===== src/rtl/hack_cpu_seq.sv =====
// hack_cpu_seq: multi-cycle Hack CPU sequencer with external ALU and split instruction/data ports
module hack_cpu_seq #(
    parameter logic [14:0] RESET_PC = 15'd0
) (
    input  logic        clk,
    input  logic        reset,
    output logic        instr_req,
    output logic [14:0] instr_addr,
    input  logic        instr_ack,
    input  logic [15:0] instr_data,
    output logic        mem_req,
    output logic        mem_we,
    output logic [14:0] mem_addr,
    output logic [15:0] mem_wdata,
    input  logic        mem_ack,
    input  logic [15:0] mem_rdata,
    output logic [15:0] alu_x,
    output logic [15:0] alu_y,
    output logic [5:0]  alu_ctl,
    input  logic [15:0] alu_out,
    input  logic        alu_zr,
    input  logic        alu_ng,
    output logic [14:0] pc
);
    typedef enum logic [2:0] {FETCH, DECODE, MREAD, EXEC, MWRITE, WB} state_t;
    state_t state;
    logic [15:0] a, d, m, r, ir;
    logic zr, ng, jump;
    assign instr_addr = pc;
    assign mem_addr   = a[14:0];
    assign mem_wdata  = r;
    assign alu_x      = d;
    assign alu_y      = ir[12] ? m : a;
    assign alu_ctl    = (state == EXEC) ? ir[11:6] : 6'b0;
    assign jump       = (ir[2] & ng) | (ir[1] & zr) | (ir[0] & ~ng & ~zr);
    // Sequencer: requests are registered and raised on entry to the state that owns them
    always_ff @(posedge clk or posedge reset) begin
        if (reset) begin
            state     <= FETCH;
            pc        <= RESET_PC;
            a         <= '0;
            d         <= '0;
            m         <= '0;
            r         <= '0;
            ir        <= '0;
            zr        <= 1'b0;
            ng        <= 1'b0;
            instr_req <= 1'b0;
            mem_req   <= 1'b0;
            mem_we    <= 1'b0;
        end else begin
            case (state)
                FETCH: begin
                    if (!instr_req) instr_req <= 1'b1;
                    else if (instr_ack) begin
                        ir        <= instr_data;
                        instr_req <= 1'b0;
                        state     <= DECODE;
                    end
                end
                DECODE: begin
                    if (!ir[15]) begin
                        a         <= {1'b0, ir[14:0]};
                        pc        <= pc + 15'd1;
                        instr_req <= 1'b1;
                        state     <= FETCH;
                    end else if (ir[12]) begin
                        mem_req <= 1'b1;
                        mem_we  <= 1'b0;
                        state   <= MREAD;
                    end else state <= EXEC;
                end
                MREAD: begin
                    if (mem_ack) begin
                        m       <= mem_rdata;
                        mem_req <= 1'b0;
                        state   <= EXEC;
                    end
                end
                EXEC: begin
                    r  <= alu_out;
                    zr <= alu_zr;
                    ng <= alu_ng;
                    if (ir[3]) begin
                        mem_req <= 1'b1;
                        mem_we  <= 1'b1;
                        state   <= MWRITE;
                    end else state <= WB;
                end
                MWRITE: begin
                    if (mem_ack) begin
                        mem_req <= 1'b0;
                        mem_we  <= 1'b0;
                        state   <= WB;
                    end
                end
                WB: begin
                    if (ir[5]) a <= r;
                    if (ir[4]) d <= r;
                    pc        <= jump ? a[14:0] : pc + 15'd1;
                    instr_req <= 1'b1;
                    state     <= FETCH;
                end
                default: state <= FETCH;
            endcase
        end
    end
endmodule


===== config.mk =====
export PLATFORM = sky130hd
export DESIGN_NAME = hack_cpu_seq
export DESIGN_NICKNAME = d
export VERILOG_FILES = /design/src/rtl/hack_cpu_seq.sv
export SDC_FILE = /design/constraint.sdc
export NUM_CORES = 1
export LEC_CHECK = 0
export ABC_CLOCK_PERIOD_IN_PS = 4390
export CORE_AREA = 8 8 114 116
export DETAILED_ROUTE_END_ITERATION = 16
export DIE_AREA = 0 0 122 124
export GPL_ROUTABILITY_DRIVEN = 0
export GPL_TIMING_DRIVEN = 0
export PLACE_DENSITY = 0.82
export SLEW_MARGIN = 5
export SYNTH_ARGS = -nofsm -noshare
export SYNTH_HDL_FRONTEND = slang
export SYNTH_SLANG_ARGS = --single-unit

===== constraint.sdc =====
create_clock -name clk -period 4.39 [get_ports clk]
set_clock_uncertainty 0.1 [all_clocks]
set_input_delay 1.317 -clock clk [delete_from_list [all_inputs] [get_ports clk]]
set_output_delay 1.317 -clock clk [all_outputs]
set_load 0.005 [all_outputs]

**After elaboration in Yosys (flattened, before gate mapping)**

Cells that the tools add are included.

- Flip-flop bits (word level): 103
- Latch bits: 0
- Bits in writable memories: 0
- Bits in read-only memories: 0
- Input bits: 54
- Output and inout port bits: 102
- Logic and storage cells: 79
- Memories: 0

- Add/sub/neg operators: 1
- $mul: 0
- Div/mod/pow operators: 0
- Magnitude comparators: 0
- Equal/unequal tests: 15
- Shift operators: 0
- Multiplexer cells: 28
- Bitwise operators: 8
- Reduce and logical (&&, ||, !) cells: 15

Operators with widths:

| cell | number |
|---|---|
| $mux W16 | 3 |
| $pmux W16 S2 | 1 |
| $mux W15 | 2 |
| $pmux W15 S2 | 1 |
| $ne A2 B2 Y1 const B | 9 |
| $add A15 B1 Y15 const B | 1 |
| $pmux W3 S5 | 1 |
| $mux W3 | 4 |
| $mux W1 | 11 |
| $reduce_and A5 Y1 | 2 |
| $pmux W1 S3 | 3 |
| $reduce_bool A3 Y1 | 3 |
| $reduce_and A2 Y1 | 4 |
| $eq A3 B2 Y1 const B | 2 |
| $eq A3 B3 Y1 const B | 2 |
| $mux W6 | 1 |
| $reduce_and A3 Y1 | 2 |
| $and A1 B1 Y1 | 4 |
| $reduce_and A4 Y1 | 1 |
| $eq A3 B1 Y1 const B | 1 |
| $logic_not A3 Y1 | 1 |
| $mux W2 | 1 |
| $ne A2 B1 Y1 const B | 1 |
| $not A1 Y1 | 2 |
| other kinds (3) | 4 |

**Longest topological paths before layout**

- Depth after elaboration: 6
- Mapped depth: 7
- Mapped depth without buffers: 5

**Least setup slack after synthesis**

OpenSTA, ideal clock, no wires.

- Kind: register to output
- From: register state[0]
- To: output port alu_ctl[3]
- Data arrival time: 1,248 ps
- Required time: 2,973 ps
- Slack: 1,725 ps
- Cell stages (with the launch flop): 6
- Buffers on the path: 2
- Cells stage by stage: dfrtp_1 buf_2 nand2_1 nor2_1 buf_2 and2_1

- Longest elaborated chain between the ends: 2

RTL lines:

| what | line | source |
|---|---|---|
| start, declared | 26 | `state_t state;` |
| start signal, assigned | 39 | `state <= FETCH;` |
| start signal, assigned | 58 | `state <= DECODE;` |
| start signal, assigned | 66 | `state <= FETCH;` |
| $eq A3 B2 Y1 | 34 | `assign alu_ctl = (state == EXEC) ? ir[11:6] : 6'b0;` |
| $mux W6 | 34 |  |
| end, declared | 19 | `output logic [5:0] alu_ctl,` |

Every way passes these cells.

**Final worst setup path**

- From: register state[0]
- To: output port alu_ctl[4]

The elaborated chain is that of the path after synthesis.

==> out/results.txt <==
outcome: finished clean
fin crit share: 0.881
flop2flop setup slack: 2330 ps
Clock Latency Late Sink: 340 ps
PwrDens: 698 nW/µm²
Min-Delay Path Class: flop to flop
Iter 0 DRT Violations: 188
drt pass-1 iters: 5
n_diodes: 0
WL/cell: 17.9 µm
pin count of the biggest net entering global routing: 63
crit path launch type: flop
sequential group share of total power: 0.365
leakage power: 0.00329 µW
Final Max Tran Viols: 0
Post-CTS Hold Buffers: 0
area grow syn2layout: 40.3%
PostCTS Resize Cnt: 0
initial antenna violation count: 0
CTS H-tree depth: 3
unrepaired setup endpoints after global routing: false
CP required: 2970 ps
I/O pin count: 156
Storage cell area: 2580 µm²
CTS clk-pin slew, worst paths: 70 ps
slew at the pin closest to its max-slew limit: 732 ps
post-synth top area cell: dfrtp_1
Crit Path Class: flop to primary output
Util after Layout: 0.642
r2r endpoint: instr_addr[14]
PortBufs: 155
register bit total from synthesis: 103
antenna viol nets, final: 0
switching power: 1700 µW
Hold Path End: m[5]
synthesized area per cell: 10.8 µm²
Post-Synthesis Cell Area: 5120 µm²
die footprint: 15,100 µm²
sw frac: 0.339
Synthesized Nets: 529
hold path depth: 1
reg-to-reg startpoint: instr_addr[0]
maximum vdd drop: 325 µV
Finish-stage setup viols: 0
reg2reg path depth: 5
Clock power frac: 0.161
CTS Root Buffer Type: clkbuf_16
Worst Setup End Kind: primary output
Fillers: 929
initial core utilization: 0.458
Sum Neg Setup Slack: 0 ps
Yosys cell types: 48
share of cells above drive strength 1: 0.178
achievable frequency: 0.259 GHz
detailed-route vias per instance: 5.26
NumNets Final: 696
grt ovf: 0
setup repair bufs after CTS: 0
core area: 11,200 µm²
combinational power share: 0.474
Detailed Place HPWL: 11,000 µm
Vias: 4,149
clock buffer depth: 2
clock sinks: 103
Post-synth EDFFs: 0
first-pass GRT wire length: 22,500 µm
GRT Total Usage: 0.188
synth top area cells: dfrtp_1, mux2_2, nand2_1
YS warnings: 0
Multi-input gate area: 2150 µm²
synthesized instance count: 474
Tmin final: 3870 ps
max-cap viol count: 0
area share of the largest cell type after synthesis: 0.504
register area share after synthesis: 0.504
Synth top cells by count: dfrtp_1, nand2_1, mux2_2, buf_4, mux2i_1
drc violations: 0
HP Start: m[5]
CTS Buf Count: 9
row cnt: 39
Slew Limit Headroom: 0.512
CTS tree: done
Final Hold Fails: 0
chip height: 124 µm
crit path max fanout: 10
Primary FF master, synth: dfrtp_1
Worst EP arrival: 2450 ps
Die Wd: 122 µm
Routed Wire Length: 14,100 µm
vias in the first global route: 4,254
Internal Dissipation: 3310 µW
most common cell in the synthesized netlist: dfrtp_1
asr flop ratio synth: 1.00
[logic make-up (layout without fill, tap and decap cells)]
logic type               count (synthesis)  after routing  share of synthesized area
flip-flops                             103            103                      0.504
multiplexers                            87             87                      0.185
adder cells (fa/ha/maj)                  1              1                    0.00244
buffers and inverters                   63            235                     0.0760
XOR/XNOR                                 1              1                    0.00171
AO/OA/AOI/OAI                           62             62                     0.0765
AND/OR/NAND/NOR                        157            157                      0.154
[sequential cells by signal (all words and copies together), names as in the netlist]
name and flops:
instr_req 1, mem_we 1, instr_addr 15, mem_req 1
alu_x 16, ng 1, m 16, state 3
zr 1, a 16, ir 16, mem_wdata 16
[critical path, cell delays in order (launching register included)]
cell and delay, ps:
dfrtp_1 500, buf_2 260, nand2_1 80, nor2_1 290, buf_2 290, and2_1 160
clkdlybuf4s50_1 520
[metal layers]
layer / part of all wire / vias up / global-route usage
li1: - / 1962 / -
met1: 0.40 / 2011 / 0.216
met2: 0.49 / 158 / 0.322
met3: 0.091 / 18 / 0.0589
met4: 0.018 / 0 / 0.0732
met5: 0 / - / 0
[worst max-delay path by stage]
stage | startpoint | to | slack, ps | cells after the start
2_1_floorplan | reset | a[0] | 270 | 1
3_3_place_gp | reset | m[11] | -1200 | 2
3_5_place_dp | state[0] | alu_ctl[3] | 830 | 6
4_1_cts | state[0] | alu_ctl[4] | 470 | 6
5_1_grt | state[0] | alu_ctl[3] | 360 | 6
6_report | state[0] | alu_ctl[4] | 520 | 6
[power by group through the flow]
stage	clock, µW	combinational [µW]	sequential (µW)
floorplan	0	1220	1720
global route	845	2600	1900
CTS	817	2420	1830
detailed placement	0	2410	1850
global placement	0	2340	1810
finish	806	2380	1830
[area by class of cell]
class                      instances  share of cell area
timing repair buffer             156               0.220
clock inverter                     5             0.00802
buffer                            58              0.0516
inverter                           5             0.00296
sequential                       103               0.359
clock buffer                      11              0.0338
multi-input combinational        308               0.300
tap                              143              0.0249
[through the flow]
stage	total power (µW)	instances	cell area [µm²]	setup WS, ps	hold slack, ps
3_5_place_dp	4250	773	6880	833	372
6_report	5010	789	7180	523	388
2_1_floorplan	2940	474	5120	269	352
5_1_grt	5350	789	7180	360	406
4_1_cts	5070	789	7180	473	389
3_3_place_gp	4150	772	6850	-1200	361
[cell usage in the layout, fill, tap and decap left out, types with 17 or more instances in the layout]
cell type	n
mux2i_1	25
buf_4	33
buf_2	17
mux2_1	20
dfrtp_1	103
mux2_2	42
nand2_1	89
a21oi_1	19
clkdlybuf4s50_1	155
No activity file was read; power rests on OpenSTA's default activity.
